**config.mk**
```make
export PLATFORM = sky130hd
export DESIGN_NAME = fila_arb_flat
export DESIGN_NICKNAME = d
export VERILOG_FILES = /design/src/rtl/fila_arb_pkg.sv /design/src/rtl/fila_arb_if.sv /design/src/rtl/fila_arb_rr.sv /design/src/rtl/fila_arb.sv /design/src/flat_wrapper.sv
export SDC_FILE = /design/constraint.sdc
export NUM_CORES = 1
export LEC_CHECK = 0
export ABC_AREA = 1
export ABC_CLOCK_PERIOD_IN_PS = 3650
export CORE_ASPECT_RATIO = 0.6
export CORE_MARGIN = 1
export CORE_UTILIZATION = 44
export CTS_CLUSTER_DIAMETER = 150
export DETAILED_ROUTE_END_ITERATION = 16
export PLACE_DENSITY = 0.93
export SLEW_MARGIN = 5
export SYNTH_ARGS = -nofsm -noshare
export SYNTH_HDL_FRONTEND = slang
export SYNTH_SLANG_ARGS = --single-unit
```
**constraint.sdc**
```tcl
create_clock -name clk_10KHz -period 3.65 [get_ports clk_10KHz]
set_input_delay 0.365 -clock clk_10KHz [delete_from_list [all_inputs] [get_ports clk_10KHz]]
set_output_delay 0.365 -clock clk_10KHz [all_outputs]
set_load 0.03 [all_outputs]
```
**src/rtl/fila_arb_pkg.sv**
```systemverilog
// fila_arb shared types and constants.
// States, grant encoding and count width for the fila front end.
package fila_arb_pkg;

  localparam int DEPTH_DEF = 8;
  localparam int CNT_W     = 4;

  typedef enum logic [2:0] {
    IDLE,
    PUSH,
    POP_ISSUE,
    POP_WAIT,
    POP_CAPT
  } state_t;

  typedef enum logic {
    GRANT_A,
    GRANT_B
  } grant_t;

endpackage

```
**src/rtl/fila_arb_if.sv**
```systemverilog
// Producer/consumer and fila-side bundle for fila_arb.
// master = environment (producers, consumer, queue); slave = arbiter.
interface fila_arb_if #(
  parameter int DATA_W = 8
) ();
  import fila_arb_pkg::*;

  logic              push_req_a;
  logic [DATA_W-1:0] push_data_a;
  logic              push_ack_a;
  logic              push_req_b;
  logic [DATA_W-1:0] push_data_b;
  logic              push_ack_b;
  logic              pop_req;
  logic              pop_valid;
  logic [DATA_W-1:0] pop_data;
  logic              q_enqueue;
  logic              q_dequeue;
  logic [DATA_W-1:0] q_data;
  logic [DATA_W-1:0] q_rdata;
  logic [CNT_W-1:0]  q_len;
  logic [CNT_W-1:0]  count;
  logic              full;
  logic              empty;

  modport master (
    output push_req_a, push_data_a,
    output push_req_b, push_data_b,
    output pop_req, q_rdata, q_len,
    input  push_ack_a, push_ack_b,
    input  pop_valid, pop_data,
    input  q_enqueue, q_dequeue, q_data,
    input  count, full, empty
  );

  modport slave (
    input  push_req_a, push_data_a,
    input  push_req_b, push_data_b,
    input  pop_req, q_rdata, q_len,
    output push_ack_a, push_ack_b,
    output pop_valid, pop_data,
    output q_enqueue, q_dequeue, q_data,
    output count, full, empty
  );

endinterface

```
**src/rtl/fila_arb_rr.sv**
```systemverilog
// fila_rr_arb: 2-way round-robin picker.
// On contention the side opposite last wins; a lone requester wins.
module fila_rr_arb
  import fila_arb_pkg::*;
(
  input  logic [1:0] req,
  input  grant_t     last,
  output grant_t     grant
);

  // Pick the producer that gets the next push slot.
  always_comb begin
    grant = GRANT_A;
    unique case (1'b1)
      (req == 2'b11):
        grant = (last == GRANT_A) ? GRANT_B : GRANT_A;
      (req == 2'b10):
        grant = GRANT_B;
      default:
        grant = GRANT_A;
    endcase
  end

endmodule

```
**src/rtl/fila_arb.sv**
```systemverilog
// fila_arb: serialising push/pop front end for the fila queue.
// Optional FILA_ARB_CHECK_EN adds a sticky len_err vs q_len.
module fila_arb
  import fila_arb_pkg::*;
#(
  parameter int DATA_W    = 8,
  parameter int DEPTH     = DEPTH_DEF,
  parameter int POP_FIRST = 1
) (
  input  logic clk_10KHz,
  input  logic reset,
`ifdef FILA_ARB_CHECK_EN
  output logic len_err,
`endif
  fila_arb_if.slave bus
);

  localparam bit PF = (POP_FIRST != 0);

  state_t            state, state_n;
  logic [CNT_W-1:0]  cnt;
  grant_t            rr_last, gnt, pick;
  logic [DATA_W-1:0] data_r, pop_r;
  logic              tie_pop;
  logic [1:0]        req;
  logic              full_w, empty_w;
  logic              push_ok, pop_ok, take_pop;

  assign req     = {bus.push_req_b, bus.push_req_a};
  assign full_w  = (cnt == CNT_W'(DEPTH));
  assign empty_w = (cnt == '0);
  assign push_ok = (|req) & ~full_w;
  assign pop_ok  = bus.pop_req & ~empty_w;
  assign take_pop = pop_ok & (~push_ok | PF | tie_pop);

  fila_rr_arb u_rr (
    .req   (req),
    .last  (rr_last),
    .grant (pick)
  );

  // Next state: one queue operation in flight at a time.
  always_comb begin
    state_n = state;
    unique case (state)
      IDLE: begin
        if (take_pop)     state_n = POP_ISSUE;
        else if (push_ok) state_n = PUSH;
      end
      PUSH:      state_n = IDLE;
      POP_ISSUE: state_n = POP_WAIT;
      POP_WAIT:  state_n = POP_CAPT;
      POP_CAPT:  state_n = IDLE;
      default:   state_n = IDLE;
    endcase
  end

  // State, occupancy, grant latch and captured pop word.
  always_ff @(posedge clk_10KHz or negedge reset) begin
    if (!reset) begin
      state   <= IDLE;
      cnt     <= '0;
      rr_last <= GRANT_B;
      gnt     <= GRANT_A;
      data_r  <= '0;
      pop_r   <= '0;
      tie_pop <= 1'b1;
    end else begin
      state <= state_n;
      unique case (state)
        IDLE: begin
          if (state_n == PUSH) begin
            gnt    <= pick;
            data_r <= (pick == GRANT_B) ?
                      bus.push_data_b : bus.push_data_a;
          end
          if (push_ok & pop_ok)
            tie_pop <= ~take_pop;
        end
        PUSH: begin
          cnt     <= cnt + 1'b1;
          rr_last <= gnt;
        end
        POP_CAPT: begin
          cnt   <= cnt - 1'b1;
          pop_r <= bus.q_rdata;
        end
        default: ;
      endcase
    end
  end

  assign bus.q_enqueue  = (state == PUSH);
  assign bus.q_dequeue  = (state == POP_ISSUE);
  assign bus.q_data     = data_r;
  assign bus.push_ack_a = (state == PUSH) & (gnt == GRANT_A);
  assign bus.push_ack_b = (state == PUSH) & (gnt == GRANT_B);
  assign bus.pop_valid  = (state == POP_CAPT);
  assign bus.pop_data   = bus.pop_valid ? bus.q_rdata : pop_r;
  assign bus.count      = cnt;
  assign bus.full       = full_w;
  assign bus.empty      = empty_w;

`ifdef FILA_ARB_CHECK_EN
  logic idle_prev;

  // q_len lags a cycle, so compare only after two idle cycles.
  always_ff @(posedge clk_10KHz or negedge reset) begin
    if (!reset) begin
      idle_prev <= 1'b0;
      len_err   <= 1'b0;
    end else begin
      idle_prev <= (state == IDLE);
      if ((state == IDLE) && idle_prev && (bus.q_len != cnt))
        len_err <= 1'b1;
    end
  end
`endif

endmodule

```
**src/flat_wrapper.sv**
```systemverilog
// flat-port wrapper written by rule: the top's interface ports become plain ports
module fila_arb_flat import fila_arb_pkg::*;
#(
  parameter int DATA_W    = 8,
  parameter int DEPTH     = DEPTH_DEF,
  parameter int POP_FIRST = 1
)
  (clk_10KHz, reset, bus_push_req_a, bus_push_data_a, bus_push_req_b, bus_push_data_b, bus_pop_req, bus_q_rdata, bus_q_len, bus_push_ack_a, bus_push_ack_b, bus_pop_valid, bus_pop_data, bus_q_enqueue, bus_q_dequeue, bus_q_data, bus_count, bus_full, bus_empty);
  fila_arb_if #(.DATA_W(DATA_W)) bus_i ();
  input  logic clk_10KHz;
  input  logic reset;
  input wire logic [$bits(bus_i.push_req_a)-1:0] bus_push_req_a;
  input wire logic [$bits(bus_i.push_data_a)-1:0] bus_push_data_a;
  input wire logic [$bits(bus_i.push_req_b)-1:0] bus_push_req_b;
  input wire logic [$bits(bus_i.push_data_b)-1:0] bus_push_data_b;
  input wire logic [$bits(bus_i.pop_req)-1:0] bus_pop_req;
  input wire logic [$bits(bus_i.q_rdata)-1:0] bus_q_rdata;
  input wire logic [$bits(bus_i.q_len)-1:0] bus_q_len;
  output wire logic [$bits(bus_i.push_ack_a)-1:0] bus_push_ack_a;
  output wire logic [$bits(bus_i.push_ack_b)-1:0] bus_push_ack_b;
  output wire logic [$bits(bus_i.pop_valid)-1:0] bus_pop_valid;
  output wire logic [$bits(bus_i.pop_data)-1:0] bus_pop_data;
  output wire logic [$bits(bus_i.q_enqueue)-1:0] bus_q_enqueue;
  output wire logic [$bits(bus_i.q_dequeue)-1:0] bus_q_dequeue;
  output wire logic [$bits(bus_i.q_data)-1:0] bus_q_data;
  output wire logic [$bits(bus_i.count)-1:0] bus_count;
  output wire logic [$bits(bus_i.full)-1:0] bus_full;
  output wire logic [$bits(bus_i.empty)-1:0] bus_empty;
  assign bus_i.push_req_a = bus_push_req_a;
  assign bus_i.push_data_a = bus_push_data_a;
  assign bus_i.push_req_b = bus_push_req_b;
  assign bus_i.push_data_b = bus_push_data_b;
  assign bus_i.pop_req = bus_pop_req;
  assign bus_i.q_rdata = bus_q_rdata;
  assign bus_i.q_len = bus_q_len;
  assign bus_push_ack_a = bus_i.push_ack_a;
  assign bus_push_ack_b = bus_i.push_ack_b;
  assign bus_pop_valid = bus_i.pop_valid;
  assign bus_pop_data = bus_i.pop_data;
  assign bus_q_enqueue = bus_i.q_enqueue;
  assign bus_q_dequeue = bus_i.q_dequeue;
  assign bus_q_data = bus_i.q_data;
  assign bus_count = bus_i.count;
  assign bus_full = bus_i.full;
  assign bus_empty = bus_i.empty;
  fila_arb #(.DATA_W(DATA_W), .DEPTH(DEPTH), .POP_FIRST(POP_FIRST)) u_core (.clk_10KHz(clk_10KHz), .reset(reset), .bus(bus_i));
endmodule
```
# == Yosys cells after proc, flatten, opt, wreduce, memory -nomap -nowiden ==
# Cells that the tools add are included.
# classes
n_addsub,2
n_eq_ne,8
n_mux,8
n_bitwise,7
reduce_logical,5
# op_table
cell,n
two-way mux 8 bit,2
case mux 3 bit (3 select lines),1
case mux 4 bit (2 select lines),1
"equality test 3 x 1 -> 1 bit, second input constant",2
"equality test 3 x 2 -> 1 bit, second input constant",2
two-way mux 3 bit,2
"adder 4 x 1 -> 4 bit, second input constant",1
AND 1 bit,4
"equality test 2 bit, second input constant",2
"equality test 4 bit, second input constant",1
zero test 4 bit,1
"subtractor 4 x 1 -> 4 bit, second input constant",1
"equality test 3 bit, second input constant",1
zero test 3 bit,1
NOT 1 bit,3
case mux 1 bit (2 select lines),1
AND reduction 2 bit,1
nonzero test 2 bit,1
OR reduction 2 bit,1
two-way mux 1 bit,1
# totals
reg_bits,25
in_bits,33
output_inout_bits,27
elab_cells,36

# == Logic depth before layout (Yosys ltp) ==
# logic_depth
ltp_word,8
mapped_depth,12
ltp_nobuf,11

# == Modules after synthesis ==
# A second synthesis with hierarchy kept.
# hier_totals
hier_cells,162
hier_area_um2,1257.5
# by_module_without_submodules
mod,instances,cells_per_inst,area_per_inst_um2,seq_area_each_um2
fila_arb,1,160,1244.9,626.9
fila_rr_arb,1,2,12.5,0.0

# == Worst setup path after synthesis ==
# Ideal clock, no wire load.
# synth_path
kind,reg2reg
from,register u_core.state[1]
to,"register u_core.cnt[3], in the netlist u_core.bus.count[3]"
t_arrival_ns,1.688
required_time_ns,3.537
slack_ns,1.848
stages_incl_launch_ff,12
period_less_slack_ns,1.802
cell_sequence,dfrtp_1 > clkinv_2 > nand3_1 > buf_4 > inv_2 > ha_1 > nand3_1 > nand3_1 > nand2_1 > nand3_1 > nand2_1 > inv_1
# synth_via
elab_chain_len,2
word_cells_on_any_way,4
# synth_lines
element,line_no,rtl
"start, declared",fila_arb.sv:20,"state_t state, state_n;"
"start signal, assigned",fila_arb.sv:69,state <= state_n;
equality test 3 bit *,n/a,
named net bus_pop_valid,flat_wrapper.sv:21,output wire logic [$bits(bus_i.pop_valid)-1:0] bus_pop_valid;
case mux 4 bit (2 select lines) or nonzero test 2 bit (tied branches),n/a,
"end signal, assigned",fila_arb.sv:81,cnt <= cnt + 1'b1;
"end signal, assigned",fila_arb.sv:85,cnt <= cnt - 1'b1;
"end, declared",fila_arb.sv:21,logic [CNT_W-1:0] cnt;
# The timed path passes the listed nets; every way through them passes the cells marked *.
# A chain may end at the register's enable or synchronous reset.

# == Worst setup path after layout ==
# layout_path
from,register u_core.state[1]
to,output port bus_pop_data[3]
# layout_via
elab_chain_len,2
# layout_lines
element,line_no,rtl
equality test 3 bit,fila_arb.sv:98,assign bus.pop_valid = (state == POP_CAPT);
two-way mux 8 bit,fila_arb.sv:99,assign bus.pop_data = bus.pop_valid ? bus.q_rdata : pop_r;
"end, declared",flat_wrapper.sv:22,output wire logic [$bits(bus_i.pop_data)-1:0] bus_pop_data;
# Every way passes these cells.

==> results.sh <==
export IMPL_status="finished clean"
export IMPL_reg2reg_slack_ps=1440
export IMPL_synthArstFlopShare=1.00
export IMPL_powerDensity_mw_per_mm2=904
export IMPL_slowest_delay_ps=690
export IMPL_timing_hold_ws_ps=481
export IMPL_initialDrtViolationCount=97
export IMPL_drcViolationCount=0
export IMPL_synthesis_nets=195
export IMPL_path_depth=6
export IMPL_p_int_w=0.000909
export IMPL_synth_seq_area_share=0.485
export IMPL_grt_pass1_wl_um=4760
export IMPL_path_common_cell="nand2_1"
export IMPL_pwr_share_comb=0.623
export IMPL_period_minus_slack_ps=2680
export IMPL_yosysMostFrequentCell="nand2_1"
export IMPL_numCtsBuffers=3
export IMPL_tightest_slew_ps=1090
export IMPL_die_w_um=72.0
export IMPL_switching_share=0.479
export IMPL_grt_pass1_vias=1135
export IMPL_clk_latency_ps=270
export IMPL_maxCapViolCount=0
export IMPL_root_buffer="clkbuf_8"
export IMPL_fillers=215
export IMPL_hold_end="u_core.bus.q_data[4]$_DFFE_PN0P_"
export IMPL_synth_area_mm2=0.00129
export IMPL_power_frac_seq=0.284
export IMPL_area_growth_pct=49.4
export IMPL_clock_sinks=25
export IMPL_vias=1188
export IMPL_drt_total_wl_um=2880
export IMPL_arrival_ps=2310
export IMPL_wl_per_cell_um=11.2
export IMPL_cts_tree="yes"
export IMPL_synth_area_leader_cell="dfrtp_1"
export IMPL_start_util=0.489
export IMPL_postSynthAreaPerCell_um2=8.13
export IMPL_synth_main_ff_cell="dfrtp_1"
export IMPL_fin_crit_sh=0.734
export IMPL_r2r_end="u_core.bus.count[3]$_DFFE_PN0P_"
export IMPL_cts_buffer_depth=2
export IMPL_n_antenna_cell=0
export IMPL_h_tree_depth=1
export IMPL_pin_count=60
export IMPL_yosysWarningCount=0
export IMPL_static_leakage_power_nw=0.959
export IMPL_synth_distinct_cells=25
export IMPL_antenna_found_initial=0
export IMPL_grt_overflow_total=0
export IMPL_track_usage=0.201
export IMPL_netlist_area_leader_share=0.465
export IMPL_cp_max_fo=12
export IMPL_dr_pass1_iters=4
export IMPL_grt_max_degree=26
export IMPL_skew_ps=2.45
export IMPL_fin_cells=257
export IMPL_hold_violations=0
export IMPL_io_buffers=55
export IMPL_fp_row_count=14
export IMPL_p_sw_w=0.000837
export IMPL_cp_end_kind="output pin"
export IMPL_holdPathStages=2
export IMPL_synth_cells=159
export IMPL_core_mm2=0.00265
export IMPL_gp_congestion=0.776
export IMPL_finalMaxSlewViolations=0
export IMPL_cp_cell_sequence="clkinv_2 -> nand3_1 -> inv_2 -> nand2_1 -> nand2_1 -> clkdlybuf4s50_1"
export IMPL_critPathKind="reg2out"
export IMPL_clock_power_share=0.092
export IMPL_min_from="u_core.bus.q_data[4]$_DFFE_PN0P_"
export IMPL_dp_hpwl_um=2210
export IMPL_slew_headroom=0.274
export IMPL_ff2ff_path_depth=10
export IMPL_cts_clk_slew_worst_paths_ps=80
export IMPL_critPathTopFamily="buffers and inverters"
export IMPL_cp_required_ps=3280
export IMPL_ctsHoldBuffers=0
export IMPL_synth_edf_count=0
export IMPL_crit_start="u_core.state[1]$_DFF_PN0_"
export IMPL_die_y_um=44.0
export IMPL_rsz0062_at_grt="no"
export IMPL_cts_setup_buffers=0
export IMPL_tns_ps=0
export IMPL_startpoint_type="register"
export IMPL_synth_area_leaders="dfrtp_1, nand2_1, inv_1"
export IMPL_synth_common_cells="nand2_1, dfrtp_1, inv_1"
export IMPL_reg2reg_from="u_core.state[1]$_DFF_PN0_"
export IMPL_ir_drop_mv=0.570
export IMPL_dpl_cell_count=253
export IMPL_finalSetupViolCount=0
export IMPL_crit_buf_inv=3
export IMPL_slowest_stage="clkdlybuf4s50_1"
export IMPL_dieArea_mm2=0.00317
export IMPL_clock_fmax_mhz=373
export IMPL_cts_resized_gates=0
export IMPL_antenna_left=0
export IMPL_viasPerCell=4.62
export IMPL_ys_seq_elements=25
export IMPL_finalNetCount=254
export IMPL_hp_class="reg2reg"
export IMPL_drive_gt1_frac=0.106
==> power groups by stage <==
| stage | combinational (W) | sequential (W) | clock [W] |
|---|---|---|---|
| 5_1_grt | 0.00117 | 0.000509 | 0.000180 |
| 3_3_place_gp | 0.00106 | 0.000495 | 0 |
| 2_1_floorplan | 0.000572 | 0.000605 | 0 |
| 3_5_place_dp | 0.00108 | 0.000500 | 0 |
| 4_1_cts | 0.00109 | 0.000496 | 0.000166 |
| 6_report | 0.00109 | 0.000497 | 0.000161 |
==> cell families after synthesis <==
kind of cell,count (synthesis),share of synthesized area
adders and majority gates,3,0.0348
buffers and inverters,16,0.0503
AOI/OAI and AO/OA,14,0.0542
xor gates and xnor gates,2,0.0136
DFF,25,0.485
and+or+nand+nor,99,0.362
==> metal layers <==
layer | share of wire | global-route usage | up-vias
li1 | - | - | 614
met1 | 0.46 | 0.261 | 515
met2 | 0.43 | 0.315 | 47
met3 | 0.076 | 0.0744 | 12
met4 | 0.030 | 0.0706 | 0
met5 | 0 | 0 | -
==> final cells by class <==
class	count	area, um^2	area share
sequential	25	627	0.325
multi-input combinational	118	601	0.311
timing repair buffer	55	551	0.285
inverter	15	57.6	0.0298
tap	40	50.0	0.0259
clock buffer	4	45.0	0.0233
==> tightest hold or removal path, cell delays in order (launching register included) <==
cell and delay, ps:
dfrtp_1 340, o21ai_1 60, nand2_1 50
==> stage by stage <==
step	power [W]	instance area (um^2)	utilization	worst slack [ps]
3_3_place_gp	0.00156	1890	0.713	1270
2_1_floorplan	0.00118	1290	-	1850
3_5_place_dp	0.00158	1890	0.713	1280
4_1_cts	0.00176	1930	0.730	974
6_report	0.00175	1930	0.730	971
5_1_grt	0.00186	1930	0.730	841
==> how the worst max path moves through the flow <==
stage | slack, ps | end
after floorplan | 1850 | u_core.bus.count[3]$_DFFE_PN0P_
after detailed placement | 1280 | bus_pop_data[5]
after global routing | 840 | bus_pop_data[6]
after global placement | 1270 | bus_pop_data[3]
after CTS | 970 | bus_pop_data[5]
final | 970 | bus_pop_data[3]
==> placed cells by master (no fill, tap or decap), drive strengths merged <==
master | synthesis | final
a21oi | 3 | 3
clkbuf | 0 | 4
clkdlybuf4s50 | 0 | 55
clkinv | 1 | 1
dfrtp | 24 | 24
dfstp | 1 | 1
fa | 1 | 1
ha | 2 | 2
inv | 14 | 14
nand2 | 81 | 81
nand3 | 7 | 7
nor2 | 8 | 8
nor3 | 2 | 2
o21ai | 11 | 11
or2 | 1 | 1
xnor2 | 1 | 1
xor2 | 1 | 1
==> sequential cells by signal, indices dropped and copies added, names as in the netlist <==
| signal | flops |
|---|---|
| u_core.pop_r | 8 |
| u_core.bus.count | 4 |
| u_core.bus.q_data | 8 |
| u_core.rr_last | 1 |
| u_core.gnt | 1 |
| u_core.state | 3 |
(Power assumes the default switching activity.)
